$ cat config.mk
export PLATFORM = sky130hd
export DESIGN_NAME = ram_fifo_ctrl
export DESIGN_NICKNAME = d
export VERILOG_FILES = /design/src/rtl/ram_fifo_ctrl_pkg.sv /design/src/rtl/ram_fifo_ctrl.sv
export SDC_FILE = /design/constraint.sdc
export NUM_CORES = 1
export LEC_CHECK = 0
export BUFFER_PORTS_ARGS = -buffer_cell sky130_fd_sc_hd__buf_2
export CORE_UTILIZATION = 40
export DETAILED_ROUTE_END_ITERATION = 8
export GPL_TIMING_DRIVEN = 0
export PLACE_DENSITY = 0.78
export SLEW_MARGIN = 30
export SYNTH_ARGS = -nofsm -noshare
export SYNTH_HDL_FRONTEND = slang
export SYNTH_SLANG_ARGS = --single-unit
export TNS_END_PERCENT = 5
$ cat constraint.sdc
create_clock -name hclk_i -period 2.49 [get_ports hclk_i]
set_clock_uncertainty 0.15 [all_clocks]
set_input_delay 0.3735 -clock hclk_i [delete_from_list [all_inputs] [get_ports hclk_i]]
set_output_delay 0.3735 -clock hclk_i [all_outputs]
set_load 0.02 [all_outputs]
$ cat src/rtl/ram_fifo_ctrl_pkg.sv
// Shared constants and helpers for the RAM-backed FWFT FIFO controller, so the RAM wrapper
// and the controller derive address offsets and pointer widths from the same rules.
`timescale 1ns / 1ps

package ram_fifo_ctrl_pkg;

  // Per-cycle FIFO operation, encoded as {pop, push}.
  typedef enum logic [1:0] {
    OpIdle = 2'b00,
    OpPush = 2'b01,
    OpPop  = 2'b10,
    OpBoth = 2'b11
  } fifo_op_e;

  // Byte-offset LSBs of a RAM address for a word of the given width in bits.
  function automatic int unsigned addr_nc_bits(int unsigned width);
    return $clog2(width / 8);
  endfunction

  // Pointers carry one extra wrap bit above the RAM address bits.
  function automatic int unsigned ptr_width(int unsigned awidth);
    return awidth + 1;
  endfunction

endpackage

$ cat src/rtl/ram_fifo_ctrl.sv
// Pointer/flag controller that runs an external dual-port RAM (sync write, async read) as a
// first-word-fall-through FIFO between a valid/ready producer and consumer.
`timescale 1ns / 1ps

module ram_fifo_ctrl
  import ram_fifo_ctrl_pkg::*;
#(
  parameter int unsigned FIFO_AWIDTH  = 9,
  parameter int unsigned FIFO_WIDTH   = 32,
  parameter int unsigned AFULL_THRESH = 480
) (
  input  logic                                                  hclk_i,
  input  logic                                                  hreset_i,
  input  logic                                                  flush_i,
  input  logic                                                  wr_valid_i,
  output logic                                                  wr_ready_o,
  input  logic [FIFO_WIDTH-1:0]                                 wr_data_i,
  input  logic [FIFO_WIDTH/8-1:0]                               wr_strb_i,
  output logic                                                  rd_valid_o,
  input  logic                                                  rd_ready_i,
  output logic [FIFO_WIDTH-1:0]                                 rd_data_o,
  output logic [FIFO_AWIDTH:0]                                  count_o,
  output logic                                                  almost_full_o,
  output logic [FIFO_AWIDTH+addr_nc_bits(FIFO_WIDTH)-1:0]       fifo_wr_addr_o,
  output logic                                                  fifo_write_o,
  output logic [FIFO_WIDTH/8-1:0]                               fifo_wr_strb_o,
  output logic [FIFO_WIDTH-1:0]                                 fifo_wr_data_o,
  output logic [FIFO_AWIDTH+addr_nc_bits(FIFO_WIDTH)-1:0]       fifo_rd_addr_o,
  input  logic [FIFO_WIDTH-1:0]                                 fifo_rd_data_i
);

  localparam int unsigned ADDR_NC_BITS = addr_nc_bits(FIFO_WIDTH);
  localparam int unsigned PW           = ptr_width(FIFO_AWIDTH);
  localparam int unsigned RAW          = FIFO_AWIDTH + ADDR_NC_BITS;

  localparam logic [PW-1:0] PtrOne   = PW'(1);
  localparam logic [PW-1:0] AfullThr = PW'(AFULL_THRESH);

  logic [PW-1:0] wr_ptr_q, wr_ptr_d;
  logic [PW-1:0] rd_ptr_q, rd_ptr_d;
  logic [PW-1:0] count_q, count_d;
  logic          empty_q, empty_d;
  logic          full_q, full_d;
  logic          afull_q, afull_d;

  logic     push;
  logic     pop;
  fifo_op_e op;

  // wr_ready is gated by reset directly so nothing is written while reset is held.
  assign wr_ready_o = ~full_q & ~hreset_i;
  assign rd_valid_o = ~empty_q;

  assign push = wr_valid_i & wr_ready_o;
  assign pop  = rd_valid_o & rd_ready_i;
  assign op   = fifo_op_e'({pop, push});

  assign fifo_write_o   = push;
  assign fifo_wr_strb_o = wr_strb_i;
  assign fifo_wr_data_o = wr_data_i;
  assign fifo_wr_addr_o = RAW'(wr_ptr_q[FIFO_AWIDTH-1:0]) << ADDR_NC_BITS;
  assign fifo_rd_addr_o = RAW'(rd_ptr_q[FIFO_AWIDTH-1:0]) << ADDR_NC_BITS;

  assign rd_data_o     = fifo_rd_data_i;
  assign count_o       = count_q;
  assign almost_full_o = afull_q;

  always_comb begin
    wr_ptr_d = wr_ptr_q;
    rd_ptr_d = rd_ptr_q;
    count_d  = count_q;

    if (flush_i) begin
      // A push in the flush cycle still strobes the RAM, but the word is dropped here.
      wr_ptr_d = '0;
      rd_ptr_d = '0;
      count_d  = '0;
    end else begin
      unique case (op)
        OpPush: begin
          wr_ptr_d = wr_ptr_q + PtrOne;
          count_d  = count_q + PtrOne;
        end
        OpPop: begin
          rd_ptr_d = rd_ptr_q + PtrOne;
          count_d  = count_q - PtrOne;
        end
        OpBoth: begin
          wr_ptr_d = wr_ptr_q + PtrOne;
          rd_ptr_d = rd_ptr_q + PtrOne;
        end
        default: begin
        end
      endcase
    end

    empty_d = (wr_ptr_d == rd_ptr_d);
    full_d  = (wr_ptr_d[PW-1] != rd_ptr_d[PW-1]) &&
              (wr_ptr_d[PW-2:0] == rd_ptr_d[PW-2:0]);
    afull_d = (count_d >= AfullThr);
  end

  always_ff @(posedge hclk_i or posedge hreset_i) begin
    if (hreset_i) begin
      wr_ptr_q <= '0;
      rd_ptr_q <= '0;
      count_q  <= '0;
      empty_q  <= 1'b1;
      full_q   <= 1'b0;
      afull_q  <= 1'b0;
    end else begin
      wr_ptr_q <= wr_ptr_d;
      rd_ptr_q <= rd_ptr_d;
      count_q  <= count_d;
      empty_q  <= empty_d;
      full_q   <= full_d;
      afull_q  <= afull_d;
    end
  end

endmodule

## After elaboration in Yosys (flattened, before gate mapping)

Cells that the tools add are included.

- Muxes and demuxes: 6
- Bitwise gates (word level): 6
- Add/subtract/negate cells: 4
- Reductions and logical operators: 3
- Eq/ne operators: 6
- $lt $le $gt $ge: 1

Operator list:

| cell | count |
|---|---|
| 10-bit two-way mux | 5 |
| 10-bit by 1-bit adder with 10-bit output (second input constant) | 3 |
| 10-bit one-hot mux with 2 select lines | 1 |
| 10-bit equality test | 1 |
| 10-bit by 9-bit greater-or-equal comparator with 1-bit output (second input constant) | 1 |
| 10-bit by 1-bit subtractor with 10-bit output (second input constant) | 1 |
| 9-bit equality test | 1 |
| 2-bit equality test (second input constant) | 2 |
| 2-bit OR reduction | 2 |
| 1-bit bitwise AND | 3 |
| 1-bit inverter | 3 |
| 2-bit by 1-bit equality test with 1-bit output (second input constant) | 1 |
| 1-bit logical AND | 1 |
| 1-bit inequality test | 1 |

- Input port bits: 73
- Output and inout bits: 104
- Logic and storage cells: 32
- Register bits after elaboration: 33

## Longest topological paths before layout

- Word-level depth: 9
- Mapped depth: 12
- Depth with buffers taken out: 11

## Worst setup path before layout

OpenSTA, ideal clock, no wires.

- Path kind: input to register
- Start: input port hreset_i
- End: register afull_q, in the netlist almost_full_o
- Required time: 2.237 ns
- Arrival: 2.468 ns
- Path slack: -0.231 ns
- Buffers on the path: 1
- Cell stages on the path: 12
- Library setup time: 0.103 ns
- Cell sequence: or3b_1 -> buf_6 -> clkinv_8 -> nor2_4 -> xor2_1 -> ha_1 -> a21oi_1 -> o2111ai_1 -> a21oi_1 -> xnor2_1 -> or2_1 -> o41ai_2

- Cells in the longest elaborated chain, start to end: 7
- Elaborated cells on any way between the ends: 8

RTL lines:

| element | RTL line | RTL |
|---|---|---|
| start: declaration | ram_fifo_ctrl.sv:13 | `input logic hreset_i,` |
| 1-bit inverter * | ram_fifo_ctrl.sv:51 | `assign wr_ready_o = ~full_q & ~hreset_i;` |
| 1-bit bitwise AND * | ram_fifo_ctrl.sv:51 |  |
| 1-bit bitwise AND * | ram_fifo_ctrl.sv:54 | `assign push = wr_valid_i & wr_ready_o;` |
| net fifo_write_o | ram_fifo_ctrl.sv:25 | `output logic fifo_write_o,` |
| 2-bit equality test or 2-bit by 1-bit equality test with 1-bit output (tied branches) | ram_fifo_ctrl.sv:79 | `unique case (op)` |
| 10-bit one-hot mux with 2 select lines * | ram_fifo_ctrl.sv:79 |  |
| 10-bit two-way mux * | ram_fifo_ctrl.sv:73 | `if (flush_i) begin` |
| 10-bit by 9-bit greater-or-equal comparator with 1-bit output * | ram_fifo_ctrl.sv:100 | `afull_d = (count_d >= AfullThr);` |
| net afull_d | ram_fifo_ctrl.sv:44 | `logic afull_q, afull_d;` |
| end signal: assignment | ram_fifo_ctrl.sv:117 | `afull_q <= afull_d;` |
| end: declaration | ram_fifo_ctrl.sv:44 |  |

Mark *: on every way through the listed nets, which the timed path passes. The rest lies on a longest branch.

## Worst setup path after layout

- Start: register full_q
- End: register afull_q, in the netlist almost_full_o

- Cells in the longest elaborated chain, start to end: 7
- Elaborated cells on any way between the ends: 8

RTL lines:

| element | RTL line | RTL |
|---|---|---|
| start: declaration | ram_fifo_ctrl.sv:43 | `logic full_q, full_d;` |
| start signal: assignment | ram_fifo_ctrl.sv:116 | `full_q <= full_d;` |
| 1-bit inverter * | ram_fifo_ctrl.sv:51 |  |
| 1-bit bitwise AND * | ram_fifo_ctrl.sv:51 |  |
| 1-bit bitwise AND * | ram_fifo_ctrl.sv:54 |  |
| 2-bit equality test or 2-bit by 1-bit equality test with 1-bit output (tied branches) | ram_fifo_ctrl.sv:79 |  |
| 10-bit one-hot mux with 2 select lines * | ram_fifo_ctrl.sv:79 |  |
| 10-bit two-way mux * | ram_fifo_ctrl.sv:73 |  |
| 10-bit by 9-bit greater-or-equal comparator with 1-bit output * | ram_fifo_ctrl.sv:100 |  |
| net afull_d | ram_fifo_ctrl.sv:44 |  |

Marks and branches as above.

==> Implementation_results.wiki <==
{| class="wikitable"
! Metric !! Value
|-
| Number of enable flip-flop cells after synthesis || 0
|-
| Die Width || 87.6 um
|-
| Sequential-to-total area share from yosys stat || 28.2%
|-
| Largest cells by area after synthesis || dfrtp_1 (27%), buf_4 (23%), nor2_1 (3.6%)
|-
| WP data arrival || 2730 ps
|-
| Final routed wirelength across all metal layers || 7400 um
|-
| Final worst slack || -205 ps
|-
| Worst min-delay path category || input port to asynchronous set/reset pin
|-
| Worst-path clk slew || 70 ps
|-
| Crit. End Element || flip-flop
|-
| Via count of the first global-routing pass || 2398
|-
| Routability congestion estimate from global placement || 0.890
|-
| Clk sinks || 33
|-
| Remaining design rule violation count || 0
|-
| Via density per instance || 4.98
|-
| Wire length of the first global-routing pass || 11000 um
|-
| Cts bufs inserted || 5
|-
| Post-placement cell area || 0.00359 sq mm
|-
| Io pins || 177
|-
| Die span in y || 87.6 um
|-
| First DRT Iteration DRCs || 127
|-
| Critical Path RT || 2530 ps
|-
| TritonCTS clock tree || built
|-
| Post-route design area || 0.00388 sq mm
|-
| Average instance area after synthesis || 8.56 sq um
|-
| IO buf count || 104
|-
| Worst skew pair latency || 290 ps
|-
| Max Cap Violations || 0
|-
| LEAKAGE || 1.98 nW
|-
| Post-Synthesis Cells || 342
|-
| Count of unique library cells instantiated by Yosys || 65
|-
| Hold Violations, Final || 0
|-
| Depth of the worst register-to-register path || 11
|-
| Worst vdd ir || 0.309 mV
|-
| Worst slew margin relative to its limit || 52.3%
|-
| Cell at the root of the clock tree || clkbuf_8
|-
| Total number of placement rows || 30
|-
| Power Total || 0.00173 W
|-
| Share of the core filled with cells || 55.8%
|-
| Total Die Area || 0.00767 sq mm
|-
| Post-route ant nets || 0
|-
| Gr ovfl total || 0
|-
| Largest net degree at the start of global routing || 34
|-
| Transition time at the pin with the least slew margin || 714 ps
|-
| Startpoint class of the critical path || flip-flop
|-
| Maximum buffer depth of the clock tree || 2
|-
| Growth of design area from synthesis to finish || 32.3%
|-
| Final worst-path cycle share || 108%
|-
| Type of the worst setup path || flip-flop to flip-flop
|-
| Cell type with the highest aggregate area in the netlist || dfrtp_1
|-
| Violations in the final reports || setup timing
|-
| Detailed-router iteration count before antenna repair || 4
|-
| Inserted Diodes || 0
|-
| Unrepaired setup endpoints after global routing || true
|-
| Status || finished with violations
|-
| Total power density per cell area || 447 mW/mm^2
|-
| YS warnings || 0
|-
| Final-report setup violation count || 9
|-
| Total negative setup slack || -650 ps
|-
| Async set-reset flop share out of synthesis || 100%
|-
| Shortest clock period the worst path allows after layout || 2690 ps
|-
| Detailed Place HPWL || 5500 um
|-
| Peak Freq || 371 MHz
|-
| Post-synth top area share || 27.3%
|-
| Layout cell share with drive strength beyond 1 || 51.5%
|-
| Placeable core region || 0.00694 sq mm
|-
| Post-Synthesis Cell Area || 0.00293 sq mm
|-
| Total via count after detailed routing || 2807
|-
| Most frequent cells after synthesis || buf_4 (90), dfrtp_1 (32), nor2_1 (28)
|-
| Most used DFF post-synth || dfrtp_1
|-
| Most common cell in the synthesized netlist || buf_4
|-
| Deepest level of the CTS H-tree || 2
|-
| Routed len/inst || 13.1 um
|-
| Combined global-route utilization of all metal layers || 18.3%
|-
| Largest fanout on the critical path || 3
|-
| Register-to-register setup slack || -200 ps
|-
| Starting density of the core || 42.2%
|-
| Post-route worst hold slack || 74.8 ps
|-
| Number of antenna violations at the first check in global routing || 0
|-
| # nets final || 544
|-
| Total of flip-flops plus latches after synthesis || 33
|-
| Total count of max-transition violations in the final report || 0
|}
[worst max-delay path, stage by stage (launching register included)]
cell and delay [ps]:
dfrtp_1 380, or3b_4 450, clkinv_8 70, nor2_4 30, xor2_1 150, ha_2 230
and4_4 250, buf_6 100, a31oi_4 60, o31ai_2 250, xnor2_1 130, o41ai_2 330
[sequential cells by signal, summed over array words and instances (netlist names)]
name,count
almost_full_o,1
count_o,10
empty_q,1
full_q,1
rd_ptr_q,10
wr_ptr_q,10
[through the flow]
stage	setup slack, ps	cells
floorplan	-99.8	345
finish	-205	564
global route	-339	564
CTS	-294	561
global placement	-451	545
detailed placement	-454	545
[power by group]
group / total, W / switching (W) / internal, W / leakage, nW
clock network: 0.000511 / 0.000213 / 0.000297 / 0.0552
logic: 0.000627 / 0.000360 / 0.000267 / 1.47
registers: 0.000594 / 0.0000315 / 0.000563 / 0.454
[cell usage in the layout, fill, tap and decap left out, drive strengths merged, types with 7 or more instances in the layout]
cell    count
a21oi      14
buf       208
nand3       7
dfrtp      32
nand2      13
xnor2      13
nor2       29
inv        13
xor2        7
clkbuf     17
o21ai       7
[cell families (layout without fill, tap and decap cells)]
kind of cell | after synthesis | after routing | share of synthesized area [%]
AND/OR/NAND/NOR | 99 | 99 | 19.0
buffers and inverters | 118 | 241 | 27.4
other | 1 | 4 | 0.128
AO/OA/AOI/OAI | 63 | 63 | 15.5
XOR/XNOR | 20 | 20 | 6.62
multiplexers | 4 | 4 | 1.37
adder cells (fa/ha/maj) | 4 | 4 | 1.71
flip-flops | 33 | 33 | 28.2
[layout make-up]
cell class	instances	area (sq um)
Clock buffer	6	72.6
Inverter	14	65.1
Timing Repair Buffer	116	614
Clock inverter	2	35.0
Buffer	103	736
Tap cell	96	120
Fill cell	637	3070
Multi-Input combinational cell	194	1410
Sequential cell	33	827
[what timing repair did]
action,CTS,global route
gates resized for setup,12,9
buffers inserted,8,4
endpoints found under the setup margin,8,10
hold buffers,0,0
pin swaps,9,8
[routing by layer]
metal | routed length, um | up-vias | global-route usage [%] | share of wire (%)
met2 | 3880 | 132 | 32.2 | 52
met4 | 57 | 0 | 5.07 | 0.77
met3 | 512 | 6 | 3.11 | 6.9
met5 | 0 | - | 0 | 0
met1 | 2950 | 1317 | 23.3 | 40
li1 | - | 1352 | - | -
[final timing paths]
check / from / to
worst max-delay path: full_q / almost_full_o
worst min-delay path: hreset_i / full_q
worst max register to register: full_q / almost_full_o
worst min register to register: rd_ptr_q[9] / rd_ptr_q[9]
max in group asynchronous: hreset_i / rd_ptr_q[2]
min in group hclk_i: flush_i / wr_ptr_q[2]
Power figures use the tool's default switching activity.
